## src/rtl/crc_block_ctrl_pkg.sv

```systemverilog
`default_nettype none
// ============================================================================
// Module      : crc_block_ctrl_pkg
// Description : Shared constants, CRC-32 nibble table and state encoding for
//               the CRC block controller.
// Revision    : 1.0 - initial release
// ============================================================================
package crc_block_ctrl_pkg;

  // CRC register value at the start of every block (no final inversion applied)
  localparam logic [31:0] CRC_INIT = 32'hFFFF_FFFF;

  // A kept byte with this value closes the current block
  localparam logic [7:0] TERM_BYTE = 8'hFF;

  // Report length in bytes: {flag, len} followed by crc, little-endian
  localparam int REPORT_BYTES = 8;

  // Reflected CRC-32 (poly 0xEDB88320) table indexed by one nibble
  localparam logic [31:0] CRC_NIBBLE_TBL [16] = '{
    32'h0000_0000, 32'h1DB7_1064, 32'h3B6E_20C8, 32'h26D9_30AC,
    32'h76DC_4190, 32'h6B6B_51F4, 32'h4DB2_6158, 32'h5005_713C,
    32'hEDB8_8320, 32'hF00F_9344, 32'hD6D6_A3E8, 32'hCB61_B38C,
    32'h9B64_C2B0, 32'h86D3_D2D4, 32'hA00A_E278, 32'hBDBD_F21C
  };

  // Controller states: accepting input or emitting the report
  typedef enum logic [0:0] {
    ST_RECV = 1'b0,
    ST_SEND = 1'b1
  } state_e;

endpackage : crc_block_ctrl_pkg
`default_nettype wire

```

## src/rtl/crc32_byte_update.sv

```systemverilog
`default_nettype none
// ============================================================================
// Module      : crc32_byte_update
// Description : Combinational reflected CRC-32 update by one byte, done as two
//               4-bit table steps (low nibble first).
// Revision    : 1.0 - initial release
// ============================================================================
module crc32_byte_update
  import crc_block_ctrl_pkg::*;
(
  input  logic [31:0] crc_i,
  input  logic [7:0]  byte_i,
  output logic [31:0] crc_o
);

  logic [31:0] w_mid;

  // Low nibble step, then high nibble step
  always_comb begin
    w_mid = (crc_i >> 4) ^ CRC_NIBBLE_TBL[crc_i[3:0] ^ byte_i[3:0]];
    crc_o = (w_mid >> 4) ^ CRC_NIBBLE_TBL[w_mid[3:0] ^ byte_i[7:4]];
  end

endmodule : crc32_byte_update
`default_nettype wire

```

## src/rtl/crc_block_ctrl.sv

```systemverilog
`default_nettype none
// ============================================================================
// Module      : crc_block_ctrl
// Description : Accumulates CRC-32 and byte length over a stream of keyed
//               bytes, closes a block on a 0xFF byte or an idle timeout, and
//               emits an 8-byte little-endian report {flag,len} + crc.
// Revision    : 1.0 - initial release
// ============================================================================
module crc_block_ctrl
  import crc_block_ctrl_pkg::*;
#(
  parameter int IEW     = 2,
  parameter int TIMEOUT = 65536
) (
  input  logic                  clk,
  input  logic                  rst,
  output logic                  i_tready,
  input  logic                  i_tvalid,
  input  logic [(8<<IEW)-1:0]   i_tdata,
  input  logic [(1<<IEW)-1:0]   i_tkeep,
  input  logic                  o_tready,
  output logic                  o_tvalid,
  output logic [7:0]            o_tdata,
  output logic [15:0]           blk_cnt
);

  localparam int                 LANES     = 1 << IEW;
  localparam int                 IDLE_W    = (TIMEOUT > 2) ? $clog2(TIMEOUT) : 1;
  localparam logic [IDLE_W-1:0]  IDLE_LAST = IDLE_W'(TIMEOUT - 1);
  localparam int                 IDX_W     = $clog2(REPORT_BYTES);
  localparam logic [IDX_W-1:0]   IDX_LAST  = IDX_W'(REPORT_BYTES - 1);
  localparam logic [30:0]        LEN_MAX   = '1;

  state_e              state_q, state_d;
  logic [31:0]         crc_q, crc_d;
  logic [30:0]         len_q, len_d;
  logic                flag_q, flag_d;
  logic [IDLE_W-1:0]   idle_q, idle_d;
  logic [IDX_W-1:0]    idx_q, idx_d;
  logic [15:0]         blk_cnt_q, blk_cnt_d;

  logic [LANES-1:0]    w_lane_act;
  logic                w_term;
  logic                w_any_kept;
  logic [IEW:0]        w_kept_cnt;
  logic [31:0]         w_crc_chain [LANES+1];
  logic [31:0]         w_crc_upd   [LANES];
  logic [31:0]         w_len_sum;
  logic [30:0]         w_len_sat;
  logic [31:0]         w_word;

  // Lane scan: a lane counts if kept and no earlier lane of this beat terminated
  always_comb begin
    w_term     = 1'b0;
    w_kept_cnt = '0;
    w_lane_act = '0;
    for (int k = 0; k < LANES; k++) begin
      w_lane_act[k] = i_tkeep[k] && !w_term;
      if (w_lane_act[k]) begin
        w_kept_cnt = w_kept_cnt + (IEW+1)'(1);
        if (i_tdata[8*k +: 8] == TERM_BYTE) begin
          w_term = 1'b1;
        end
      end
    end
  end

  assign w_any_kept = |i_tkeep;

  // CRC chain across lanes; inactive lanes pass the value through unchanged
  assign w_crc_chain[0] = crc_q;
  for (genvar k = 0; k < LANES; k++) begin : g_lane
    crc32_byte_update u_crc_upd (
      .crc_i  (w_crc_chain[k]),
      .byte_i (i_tdata[8*k +: 8]),
      .crc_o  (w_crc_upd[k])
    );
    assign w_crc_chain[k+1] = w_lane_act[k] ? w_crc_upd[k] : w_crc_chain[k];
  end

  // Saturating length: overflow into bit 31 means the 31-bit count is full
  assign w_len_sum = {1'b0, len_q} + {{(31-IEW){1'b0}}, w_kept_cnt};
  assign w_len_sat = w_len_sum[31] ? LEN_MAX : w_len_sum[30:0];

  // Report byte select: bytes 0-3 are {flag,len}, bytes 4-7 are crc
  assign w_word  = idx_q[IDX_W-1] ? crc_q : {flag_q, len_q};
  assign o_tdata = (state_q == ST_SEND) ? w_word[{idx_q[1:0], 3'b000} +: 8] : 8'h00;
  assign blk_cnt = blk_cnt_q;

  // Next-state and handshake outputs
  always_comb begin
    state_d   = state_q;
    crc_d     = crc_q;
    len_d     = len_q;
    flag_d    = flag_q;
    idle_d    = idle_q;
    idx_d     = idx_q;
    blk_cnt_d = blk_cnt_q;
    i_tready  = 1'b0;
    o_tvalid  = 1'b0;
    case (state_q)
      ST_RECV: begin
        i_tready = 1'b1;
        if (i_tvalid && w_any_kept) begin
          crc_d  = w_crc_chain[LANES];
          len_d  = w_len_sat;
          idle_d = '0;
          if (w_term) begin
            state_d = ST_SEND;
          end
        end else if (len_q != '0) begin
          // An empty block can idle forever; an open one times out
          if (idle_q == IDLE_LAST) begin
            idle_d  = '0;
            flag_d  = 1'b1;
            state_d = ST_SEND;
          end else begin
            idle_d = idle_q + IDLE_W'(1);
          end
        end
      end
      ST_SEND: begin
        o_tvalid = 1'b1;
        if (o_tready) begin
          if (idx_q == IDX_LAST) begin
            idx_d     = '0;
            blk_cnt_d = blk_cnt_q + 16'd1;
            crc_d     = CRC_INIT;
            len_d     = '0;
            flag_d    = 1'b0;
            idle_d    = '0;
            state_d   = ST_RECV;
          end else begin
            idx_d = idx_q + IDX_W'(1);
          end
        end
      end
      default: state_d = ST_RECV;
    endcase
  end

  // State register with synchronous reset
  always_ff @(posedge clk) begin
    if (rst) begin
      state_q   <= ST_RECV;
      crc_q     <= CRC_INIT;
      len_q     <= '0;
      flag_q    <= 1'b0;
      idle_q    <= '0;
      idx_q     <= '0;
      blk_cnt_q <= '0;
    end else begin
      state_q   <= state_d;
      crc_q     <= crc_d;
      len_q     <= len_d;
      flag_q    <= flag_d;
      idle_q    <= idle_d;
      idx_q     <= idx_d;
      blk_cnt_q <= blk_cnt_d;
    end
  end

endmodule : crc_block_ctrl
`default_nettype wire

```

## config.mk

```make
export PLATFORM = sky130hd
export DESIGN_NAME = crc_block_ctrl
export DESIGN_NICKNAME = d
export VERILOG_FILES = /design/src/rtl/crc_block_ctrl_pkg.sv /design/src/rtl/crc32_byte_update.sv /design/src/rtl/crc_block_ctrl.sv
export SDC_FILE = /design/constraint.sdc
export NUM_CORES = 1
export LEC_CHECK = 0
export CORE_MARGIN = 3
export CORE_UTILIZATION = 56
export DETAILED_ROUTE_END_ITERATION = 8
export PLACE_DENSITY = 0.9
export SLEW_MARGIN = 20
export SYNTH_ARGS = -nofsm -noshare
export SYNTH_HDL_FRONTEND = slang
export SYNTH_SLANG_ARGS = --single-unit
```

## constraint.sdc

```tcl
create_clock -name clk -period 7 [get_ports clk]
set_clock_uncertainty 0.05 [all_clocks]
set_input_delay 1.4 -clock clk [delete_from_list [all_inputs] [get_ports clk]]
set_output_delay 1.4 -clock clk [all_outputs]
set_load 0.05 [all_outputs]
```

==> flow_metrics.tcl <==
set metrics [dict create \
    place_area_um2 11500 \
    cts_resized 0 \
    synth-async-reset-ratio 0 \
    instances_no_fill 1508 \
    rsz0062_at_grt "no" \
    cts_hold_buf 0 \
    finalSetupViolations 0 \
    antenna_found_initial 0 \
    multiInputGateArea_um2 8200 \
    h-tree-depth 3 \
    die_w_um 143 \
    timing.fmax_mhz 150 \
    grt-ovfl-total 0 \
    syn-cell-area_um2 10500 \
    io_pins 66 \
    maxCapViolations 0 \
    worst-path-max-fanout 7 \
    drt_first_pass_iters 6 \
    layout_common_cells "138 x xnor2_1, 135 x nor2_1, 101 x nand2_1" \
    post_drt_wl_per_cell_um 21.7 \
    startpoint_type "input pin" \
    grt_usage 0.318 \
    yosys_warnings 0 \
    worstPathArrival_ns 6.82 \
    die-area_um2 20400 \
    ant_nets 0 \
    final_hold_viol_count 0 \
    drive_above_1_share 0.102 \
    cts_max_path_buffers 2 \
    syn_area_per_cell_um2 8.56 \
    cts_inserted_buffers 9 \
    syn2layout_area_growth_pct 12.4 \
    fillers 1469 \
    cts_setup_buffers 0 \
    die_h_um 143 \
    gp_congestion 1.03 \
    yosysSeqAreaShare 0.191 \
    worstSkewPairLatency_ns 0.36 \
    drc 0 \
    worstMarginPinSlew_ns 1.09 \
    seqCellArea_um2 2000 \
    slowest_stage "xnor3_1" \
    run_status "complete, no violations" \
    cts_root_buf "clkbuf_16" \
    grt_max_degree 59 \
    cts_tree "yes" \
    cp.required_ns 7.17 \
    synth_nets 1277 \
    worstPathCellList "clkdlybuf4s50_1, xnor2_2, xnor3_1, mux2_2, a22o_1, a31oi_1, xnor2_1, xnor2_2, xnor3_1, mux2i_1, buf_4, xnor2_1, xnor2_1, xor2_1, xnor2_1, o21ai_0, a21oi_1" \
    grt_first_pass_wirelength_um 50800 \
    drt-total-wl_um 32800 \
    holdCritPathClass "reg2reg" \
    fp-row-count 49 \
    antennaDiodeCount 0 \
    whs_ns 0.429 \
    viasPerCell 6.55 \
    post_synth_num_cell_types 82 \
    syn_inst 1227 \
    grt_pass1_vias 9158 \
    crit_type "in2reg" \
    fin_crit_ns 6.65 \
    coreArea_um2 18200 \
    crit_path_end_kind "flip-flop" \
    numClockSinks 100 \
    clk_pin_slew_ns 0.07 \
    fin_setup_tns_ns 0 \
    start_util 0.577 \
    fin_area_um2 11800 \
    crit_top_cell "xnor2_1" \
    synth_edf_count 0 \
    vias 9881 \
    maxSlewHeadroom 0.270 \
    slowest_delay_ns 0.55 \
    ys_ff_latch 100 \
    numPortBuffers 65 \
    drv_slew 0 \
    drt_iter0_drc 1210 \
    cp_top_family "XOR/XNOR gates" \
    post-route-period-util 0.950 \
    ys.flop_type "dfxtp_1" \
    nNetsFinal 1324 \
    final_common_cell "xnor2_1" \
    dpl.hpwl_um 25500 \
    crit_buf_inv 2 \
    dp.cells 1492 \
]
==> Yosys cell counts, types with 12 or more instances <==
cell / number / area [um2]
xnor2_1: 138 / 1210
nor2_1: 136 / 510
nand2_1: 101 / 379
dfxtp_1: 100 / 2000
a21oi_1: 92 / 460
o21ai_0: 71 / 355
xor2_1: 67 / 587
clkbuf_1: 53 / 199
mux2i_1: 45 / 450
nand3_1: 42 / 210
xnor3_1: 40 / 901
nor3_1: 25 / 125
nand4_1: 20 / 125
and3_1: 17 / 106
or3_1: 17 / 106
mux4_2: 16 / 360
a21o_1: 12 / 90.1
a31oi_1: 12 / 75.1
==> final timing paths <==
check / start / end / slack, ns / cells past startpoint
max: i_tdata[1] / crc_q[3] / 0.35 / 17
max reg2reg: crc_q[3] / crc_q[23] / 1.29 / 15
min reg2reg: flag_q / flag_q / 0.43 / 2
min: flag_q / flag_q / 0.43 / 2
==> final cells by class <==
class                           count  share of cell area
Clock inverter                      5             0.00900
Tap cell                          229              0.0243
Sequential cell                   100               0.170
Inverter                           10             0.00318
Timing Repair Buffer              105              0.0796
Clock buffer                       11              0.0205
Multi-Input combinational cell   1048               0.694
==> tightest hold or removal path, cell delays in order (launching register included) <==
cell and delay, ns:
dfxtp_1 0.33, nand2_1 0.06, a21oi_1 0.05
==> logic make-up (layout without fill, tap and decap cells) <==
| group | Yosys count | count (layout) | share of synthesized area |
|---|---|---|---|
| AOI/OAI and AO/OA | 267 | 267 | 0.159 |
| xor gates and xnor gates | 281 | 281 | 0.329 |
| adders and majority gates | 10 | 10 | 0.0126 |
| buffers and inverters | 79 | 131 | 0.0297 |
| DFF | 100 | 100 | 0.191 |
| muxes | 71 | 71 | 0.0894 |
| and+or+nand+nor | 419 | 419 | 0.190 |
==> per-stage QoR <==
stage / util / setup slack [ns]
finish: 0.649 / 0.348
global route: 0.649 / 0.149
CTS: 0.649 / 0.517
detailed placement: 0.630 / 0.177
global placement: 0.630 / 0.284
floorplan: - / 0.0594
==> layer usage <==
metal	vias to the layer above	global-route usage	part of all wire
li1	4465	-	-
met5	-	0	0
met4	0	0.149	0.053
met2	644	0.493	0.44
met3	120	0.0640	0.10
met1	4652	0.429	0.40
==> state kept, by name, summed over array words and instances (netlist names) <==
register,flops
state_q,1
idx_q,3
flag_q,1
idle_q,16
crc_q,32
blk_cnt,16
len_q,31
Power is left out: the tool's default activity adds up to more than one toggle a clock period on the data nets, which glitch-free logic cannot reach.
